==> src/rtl/debounce_event_arbiter.sv <==
// N-channel debouncer sharing one sample-tick prescaler, feeding a round-robin
// event arbiter with a valid/ready output. Define EVT_FALL_EN to also queue falling events.
module debounce_event_arbiter #(
   parameter int N              = 4,
   parameter int IDW            = 2,
   parameter int TICK_DIV       = 1000,
   parameter int STABLE_SAMPLES = 4
) (
   input  logic           clock,
   input  logic           reset_n,
   input  logic [N-1:0]   in,
   output logic [N-1:0]   level,
   output logic           evt_valid,
   input  logic           evt_ready,
   output logic [IDW-1:0] evt_id,
   output logic           evt_rise,
   output logic [N-1:0]   ovf,
   input  logic           ovf_clr
);
   localparam int CW = $clog2(STABLE_SAMPLES) + 1;
   localparam int PW = (TICK_DIV > 2) ? $clog2(TICK_DIV) : 1;
   localparam logic [CW-1:0]  CNT_LAST   = CW'(STABLE_SAMPLES - 1);
   localparam logic [PW-1:0]  PRESC_LAST = PW'(TICK_DIV - 1);
   localparam logic [IDW-1:0] ID_LAST    = IDW'(N - 1);

   typedef enum logic [0:0] {ST_IDLE = 1'b0, ST_OFFER = 1'b1} state_t;

   logic [N-1:0]   r_sync1;
   logic [N-1:0]   r_sync2;
   logic [N-1:0]   r_level;
   logic [N-1:0]   r_pend;
   logic [N-1:0]   r_ovf;
   logic [PW-1:0]  r_presc;
   logic [CW-1:0]  r_cnt [N];
   logic [IDW-1:0] r_ptr;
   logic [IDW-1:0] r_evt_id;
   state_t         r_state;
   state_t         w_state_nxt;
   logic           w_tick;
   logic           w_load;
   logic [IDW-1:0] w_grant;
   logic [IDW-1:0] w_idx;
   logic [N-1:0]   w_commit;
   logic [N-1:0]   w_evt_set;
   logic [N-1:0]   w_load_clr;

   // Two-flop synchronizer for the raw pad inputs.
   always_ff @(posedge clock or negedge reset_n) begin
      if (!reset_n) begin
         r_sync1 <= '0;
         r_sync2 <= '0;
      end else begin
         r_sync1 <= in;
         r_sync2 <= r_sync1;
      end
   end

   assign w_tick = (r_presc == PRESC_LAST);

   // Shared sample-tick prescaler.
   always_ff @(posedge clock or negedge reset_n) begin
      if (!reset_n) begin
         r_presc <= '0;
      end else if (w_tick) begin
         r_presc <= '0;
      end else begin
         r_presc <= r_presc + PW'(1);
      end
   end

   // A commit is the tick on which the last required differing sample arrives.
   always_comb begin
      w_commit = '0;
      for (int i = 0; i < N; i++) begin
         if (w_tick && (r_sync2[i] != r_level[i]) && (r_cnt[i] == CNT_LAST)) begin
            w_commit[i] = 1'b1;
         end else begin
            w_commit[i] = 1'b0;
         end
      end
   end

`ifdef EVT_FALL_EN
   assign w_evt_set = w_commit;
`else
   assign w_evt_set = w_commit & ~r_level;
`endif

   // Per-channel stability counters and debounced levels.
   always_ff @(posedge clock or negedge reset_n) begin
      if (!reset_n) begin
         r_level <= '0;
         for (int i = 0; i < N; i++) begin
            r_cnt[i] <= '0;
         end
      end else begin
         for (int i = 0; i < N; i++) begin
            if (w_tick) begin
               if (r_sync2[i] == r_level[i]) begin
                  r_cnt[i] <= '0;
               end else if (r_cnt[i] == CNT_LAST) begin
                  r_level[i] <= ~r_level[i];
                  r_cnt[i]   <= '0;
               end else begin
                  r_cnt[i] <= r_cnt[i] + CW'(1);
               end
            end
         end
      end
   end

   // Round-robin search: scan offsets high to low so the nearest pending index from ptr wins.
   always_comb begin
      w_grant = '0;
      w_idx   = '0;
      for (int j = N - 1; j >= 0; j--) begin
         w_idx = IDW'((int'(r_ptr) + j) % N);
         if (r_pend[w_idx]) begin
            w_grant = w_idx;
         end
      end
   end

   // Arbiter next-state logic.
   always_comb begin
      w_state_nxt = r_state;
      w_load      = 1'b0;
      case (r_state)
         ST_IDLE: begin
            if (|r_pend) begin
               w_load      = 1'b1;
               w_state_nxt = ST_OFFER;
            end else begin
               w_state_nxt = ST_IDLE;
            end
         end
         ST_OFFER: begin
            if (evt_ready) begin
               w_state_nxt = ST_IDLE;
            end else begin
               w_state_nxt = ST_OFFER;
            end
         end
         default: w_state_nxt = ST_IDLE;
      endcase
   end

   assign w_load_clr = w_load ? (N'(1) << w_grant) : '0;

   // Pending bits and sticky overflow; a same-cycle commit beats both the load clear and ovf_clr.
   always_ff @(posedge clock or negedge reset_n) begin
      if (!reset_n) begin
         r_pend <= '0;
         r_ovf  <= '0;
      end else begin
         r_pend <= (r_pend & ~w_load_clr) | w_evt_set;
         r_ovf  <= (r_ovf & ~{N{ovf_clr}}) | (w_evt_set & r_pend & ~w_load_clr);
      end
   end

   // Arbiter state, offered id and round-robin pointer.
   always_ff @(posedge clock or negedge reset_n) begin
      if (!reset_n) begin
         r_state  <= ST_IDLE;
         r_evt_id <= '0;
         r_ptr    <= '0;
      end else begin
         r_state <= w_state_nxt;
         if (w_load) begin
            r_evt_id <= w_grant;
         end
         if ((r_state == ST_OFFER) && evt_ready) begin
            r_ptr <= (r_evt_id == ID_LAST) ? '0 : r_evt_id + IDW'(1);
         end
      end
   end

`ifdef EVT_FALL_EN
   logic [N-1:0] r_dir;
   logic         r_evt_rise;

   // Direction of each pending event (newest wins) and the direction latched into the offer.
   always_ff @(posedge clock or negedge reset_n) begin
      if (!reset_n) begin
         r_dir      <= '0;
         r_evt_rise <= 1'b0;
      end else begin
         r_dir <= (r_dir & ~w_evt_set) | (w_evt_set & ~r_level);
         if (w_load) begin
            r_evt_rise <= r_dir[w_grant];
         end
      end
   end

   assign evt_rise = r_evt_rise;
`else
   assign evt_rise = 1'b1;
`endif

   assign level     = r_level;
   assign evt_valid = (r_state == ST_OFFER);
   assign evt_id    = r_evt_id;
   assign ovf       = r_ovf;

endmodule

==> config.mk <==
export PLATFORM = sky130hd
export DESIGN_NAME = debounce_event_arbiter
export DESIGN_NICKNAME = d
export VERILOG_FILES = /design/src/rtl/debounce_event_arbiter.sv
export SDC_FILE = /design/constraint.sdc
export NUM_CORES = 1
export LEC_CHECK = 0
export BUFFER_PORTS_ARGS = -buffer_cell sky130_fd_sc_hd__buf_2
export CORE_ASPECT_RATIO = 0.9
export CORE_MARGIN = 1.5
export CORE_UTILIZATION = 52
export CTS_CLUSTER_SIZE = 40
export DETAILED_ROUTE_END_ITERATION = 7
export HOLD_SLACK_MARGIN = 0.1
export PLACE_DENSITY = 0.83
export SLEW_MARGIN = 20
export SYNTH_ARGS = -nofsm -noshare
export SYNTH_HDL_FRONTEND = slang
export SYNTH_SLANG_ARGS = --single-unit
==> constraint.sdc <==
create_clock -name clock -period 1.9 [get_ports clock]
set_clock_uncertainty 0.2 [all_clocks]
set_input_delay 0.475 -clock clock [delete_from_list [all_inputs] [get_ports clock]]
set_output_delay 0.475 -clock clock [all_outputs]
set_load 0.05 [all_outputs]
# [Word-level counts from Yosys, hierarchy flattened]
# Index checks and enable logic that the tools add are counted.
[totals] ff_bits=47 latchBits=0 ramBits=0 romBits=0 input_bits=8 output_inout_bits=12 elab_cells=108 memories=0
[classes] n_addsub=9 n_mul=0 div_mod_pow=0 order_cmp=4 eq_ne=14 shift=1 muxes=31 n_bitwise=19 n_reduce_logical=14
[ops] op="3-bit two-way mux" n=8
[ops] op="4-bit bitwise AND" n=5
[ops] op="3-bit by 1-bit adder with 3-bit output (second input constant)" n=4
[ops] op="3-bit by 2-bit == test with 1-bit output (second input constant)" n=4
[ops] op="2-bit by 3-bit less-than comparator with 1-bit output (second input constant)" n=4
[ops] op="4-bit inverter" n=3
[ops] op="3-bit AND reduction" n=4
[ops] op="1-bit two-way mux" n=11
[ops] op="10-bit by 1-bit adder with 10-bit output (second input constant)" n=1
[ops] op="10-bit == test (second input constant)" n=1
[ops] op="10-bit two-way mux" n=1
[ops] op="2-bit two-way mux" n=5
[ops] op="1-bit logical AND" n=9
[ops] op="1-bit inverter" n=9
[ops] op="1-bit binary-select mux with 2-bit select" n=4
[ops] op="4-bit bitwise OR" n=2
[ops] op="2-bit by 1-bit adder with 2-bit output (second input constant)" n=2
[ops] op="2-bit adder (second input constant)" n=2
[ops] op="1-bit == test" n=4
[ops] op="4-bit two-way mux" n=1
[ops] op="1-bit inequality test" n=4
[ops] op="4-bit OR reduction" n=1
[ops] op="1-bit by 2-bit left shift with 4-bit output (first input constant)" n=1
[ops] op="2-bit == test (second input constant)" n=1
[ops] op="1-bit case mux with 2 select lines" n=1

# [Depth between registers and ports, before layout]
[depth] word_depth=12 mapped_depth=7 mapped_depth_nobuf=6

# [Worst setup path after synthesis]
# Ideal clock, no wire load.
[synth_timing] path_type="flip-flop to flip-flop" startpoint="reg r_presc[0]" endpoint="reg r_level[1] (netlist: level[1])" arrival_ns=1.456 path_slack_ns=0.116 stages_incl_launch_ff=7 period_less_slack_ns=1.784 cell_sequence="dfrtp_1 > ha_1 > nand2_1 > or2_1 > nor2_4 > nand2_1 > mux2_1"
[synth_between] elab_chain_cells=2
[synth_lines] item="from (decl)" line="33" source="logic [PW-1:0] r_presc;"
[synth_lines] item="from (signal assigned)" line="67" source="r_presc <= r_presc + PW'(1);"
[synth_lines] item="10-bit == test" line="58" source="assign w_tick = (r_presc == PRESC_LAST);"
[synth_lines] item="3-bit AND reduction (no line)"
[synth_lines] item="to (signal, indexed assignment)" line="102" source="r_level[i] <= ~r_level[i];"
[synth_lines] item="to (decl)" line="30" source="logic [N-1:0] r_level;"
# No other way between the ends.
# A chain may end at the register's enable or synchronous reset.

# [Final worst setup path]
[layout_timing] startpoint="reg r_presc[1]" endpoint="reg r_level[2] (netlist: level[2])"
# The elaborated chain is that of the path after synthesis.

==> results by group <==
Run status
  – Run status: completed

Timing
  – Max-slew headroom: 61.7%
  – Fin crit share: 98.1%
  – Max-slew violations: 0
  – Slack of the critical path: 0.0352 ns
  – Minimum clock period after layout: around 1.9 ns
  – Final setup vio count: 0
  – Fin Hold WS: 0.154 ns
  – Peak Freq: 536 MHz
  – Final hold viol count: 0
  – RSZ-0062 raised after global routing: yes
  – Worst slew pin tran: 0.573 ns

Place
  – Port Buffer Count: 18
  – Routability congestion estimate: 0.896
  – Post-DP HPWL: ~2700 µm
  – Worst slack at placement: 0.00144 ns

Power and ir drop
  – Switching share of power: a little under a quarter
  – Switching power: 0.000384 W
  – Cell Pwr Density: between 600 and 700 nW/µm²
  – Combinational Power Share: 3.4%
  – Leakage power: 1.26 nW
  – P_int: 0.00130 W
  – Worst vdd ir: 0.000480 V
  – Sequential Power Share: between 60% and 70%
  – Clock power share: 36.0%

Critical path
  – WS Path Type: register to register
  – Worst flop-to-flop path endpoint: level[2]
  – Reg2Reg Depth: 6
  – Worst Setup Start Kind: register
  – CP startpoint: r_presc[1]
  – Worst path slowest cell: dfrtp_1
  – CP Capture Point: level[2]
  – Reg2Reg Setup Slack: 0.04 ns
  – R2R Path Start: r_presc[1]
  – Worst Path Arrival: around 1.9 ns
  – Crit path max fanout: 5
  – Critical path required time: 1.89 ns
  – Crit-path cells: ha_2, nand2_2, or2_4, nor2_4, nand2_1, mux2_1
  – Max incr delay on CP: 0.39 ns
  – CP endpoint kind: register

Routing
  – 1st-iter DRT viols: 64
  – Vias: 1504
  – Drt wl/cell: 14.0 µm
  – Vias/cell: 5.51
  – Detailed Routing Iterations Pass 1: 4
  – Drt drc: 0
  – Antenna Nets Post-Route: 0
  – Drt total wl: 3820 µm

GRT
  – Initial antenna violation count: 0
  – First-pass GRT wire length: 6620 µm
  – Remaining Overflow, GRT: 0
  – Largest net degree at the start of global routing: 32
  – Vias in the first global route: 1484
  – Total GRT Usage: 19.3%

Cells and area
  – Final core occ: 67.2%
  – Number of fill cells: 289
  – Synth-to-layout area growth: 22.4%
  – Share of post-route cells with drive strength above 1: 26.4%
  – NumNets Final: 240
  – ANT cells: 0

Synth
  – Top post-synthesis cells by count: dfrtp_1, nand2_1, nor2_1
  – Yosys reg bits: between 40 and 50
  – Area leader, netlist: dfrtp_1
  – Yosys top cell area share: 56.6%
  – Avg Cell Area, Syn: around 11 µm²
  – Post-synth EDFFs: 0
  – Post-Synth Adder-Cell Area: under 10%
  – Post-synth top flop: dfrtp_1
  – Async SR Flop Fraction: 100%
  – Synth warn: 0
  – Post-synthesis sequential area ratio: 56.6%
  – Complex-gate fraction of the synthesized area: approximately a tenth
  – Number of distinct library cells after synthesis: 39
  – Synth Instances: between 150 and 200
  – Cell Area, Synth: 2080 µm²
  – Syn nets: 197
  – Most frequent cell after synthesis: dfrtp_1
  – Xor/xnor share of the synthesized area: under 10%
  – Largest family of logic cells by synthesized area: simple AND/OR/NAND/NOR gates
  – Post-synthesis simple-gate area fraction: 18.5%
  – Post-synthesis mux area share: under 10%
  – Synth area leaders: dfrtp_1, nand2_1, ha_1, xnor2_1, nor2_1

Clocking
  – Clock Path Buffers: 2
  – Clk_lat worst skew: 0.30 ns
  – Clk pin slew, worst setup/hold paths: 0.09 ns
  – Clock Root Buffer: clkbuf_8
  – CTS tree: built
  – H-tree depth: 2
  – Total clock sinks: 47
  – CTS Buf Count: 5

Floorplan
  – Row count: 21
  – Die ar.: 4390 µm²
  – IO Pins: 20
  – Die Ht: 63.0 µm
  – Die W: 69.6 µm
  – Core area: around 3800 µm²
  – Initial Util: 54.9%

Min path
  – Worst hold start: r_sync1[3]
  – Hold Path Class: register to register

Flow run
  – Max-Cap Viols: 0
[power groups by stage]
| stage | Combinational [W] | Clock [W] | Sequential, W |
|---|---|---|---|
| 4_1_cts | 0.0000591 | 0.000627 | 0.00102 |
| 2_1_floorplan | 0.0000181 | 0 | 0.00104 |
| 3_3_place_gp | 0.0000500 | 0 | 0.00104 |
| 3_5_place_dp | 0.0000508 | 0 | 0.00104 |
| 6_report | 0.0000577 | 0.000605 | 0.00102 |
| 5_1_grt | 0.0000661 | 0.000670 | 0.00102 |
[worst max-delay path: cells and delay by family, from the launching register on]
family | cells | cell delay (ns)
fa+ha+maj | 1 | 0.20
flops | 1 | 0.39
mux | 1 | 0.32
simple gates | 4 | 0.64
[registers in the layout (all words and copies together), names as in the netlist]
name / cells
r_cnt: 12
r_presc: 10
level: 4
ovf: 4
r_pend: 4
r_sync1: 4
r_sync2: 4
evt_id: 2
r_ptr: 2
evt_valid: 1
[kinds of logic (layout without fill, tap and decap cells)]
logic type / count (synthesis) / after routing
AOI/OAI and AO/OA: 32 / 32
xor gates and xnor gates: 9 / 9
adders and majority gates: 6 / 6
buffers and inverters: 11 / 54
DFF: 47 / 47
muxes: 7 / 7
other: 1 / 1
and+or+nand+nor: 70 / 71
[layer usage]
| layer | vias up | routed length, µm | global-route usage, % |
|---|---|---|---|
| met2 | 31 | 1860 | 31.3 |
| li1 | 735 | - | - |
| met1 | 733 | 1770 | 25.1 |
| met5 | - | 0 | 0 |
| met4 | 0 | 53 | 6.73 |
| met3 | 5 | 136 | 5.65 |
[layout by cell type (no fill, tap or decap), types with 2 or more instances in the layout]
cell           count
nand3_1            7
a211oi_1           2
nand2b_1           2
xor2_1             2
o21a_1             4
o21ai_0            2
ha_1               5
nor4_4             2
a21oi_1            4
nor2_1            14
nor2b_1            6
buf_4             13
o31ai_1            3
nand2_1           21
a21o_1             5
buf_6              3
o21ai_1            2
nor2_4             2
mux2i_1            2
clkbuf_8           5
xnor2_1            7
nor4_2             2
dfrtp_1           47
o21ai_2            2
dlygate4sd3_1      5
buf_2             18
nand4b_1           4
mux2_1             4
inv_1              6
nand2_2            2
o22ai_1            4
[layout make-up]
class / count / area [µm²] / share of cell area (%)
multi-input cells: 126 / 905 / 35.6
clock buffers: 5 / 68.8 / 2.71
inverters: 6 / 22.5 / 0.885
clock inverters: 3 / 22.5 / 0.885
flip-flops and latches: 47 / 1180 / 46.2
repair buffers: 40 / 292 / 11.5
well taps: 46 / 57.6 / 2.26
[per-stage QoR]
step / setup TNS [ns] / std cells / power (W) / area (µm²)
finish: 0 / 273 / 0.00168 / 2540
global route: -0.150 / 273 / 0.00176 / 2540
CTS: 0 / 271 / 0.00170 / 2460
detailed placement: 0 / 258 / 0.00109 / 2310
global placement: 0 / 258 / 0.00109 / 2310
floorplan: 0 / 183 / 0.00105 / 2080
[repair_timing]
item,in CTS,in global routing
cloned,0,1
pin swaps,0,3
setup endpoints to repair,1,16
gates resized for setup,1,14
hold buffers,5,0
endpoints found under the hold margin,20,0
buffers inserted,0,1
[worst min-delay path by stage]
stage,end,slack [ns],cells past startpoint
after detailed placement,r_sync2[3],0.13,0
final,r_sync2[3],0.15,0
after floorplan,evt_id[0],-0.02,0
after global placement,r_sync2[2],0.13,0
after global routing,evt_valid,0.16,2
after CTS,evt_valid,0.15,2
No activity file was read; power rests on OpenSTA's default activity.
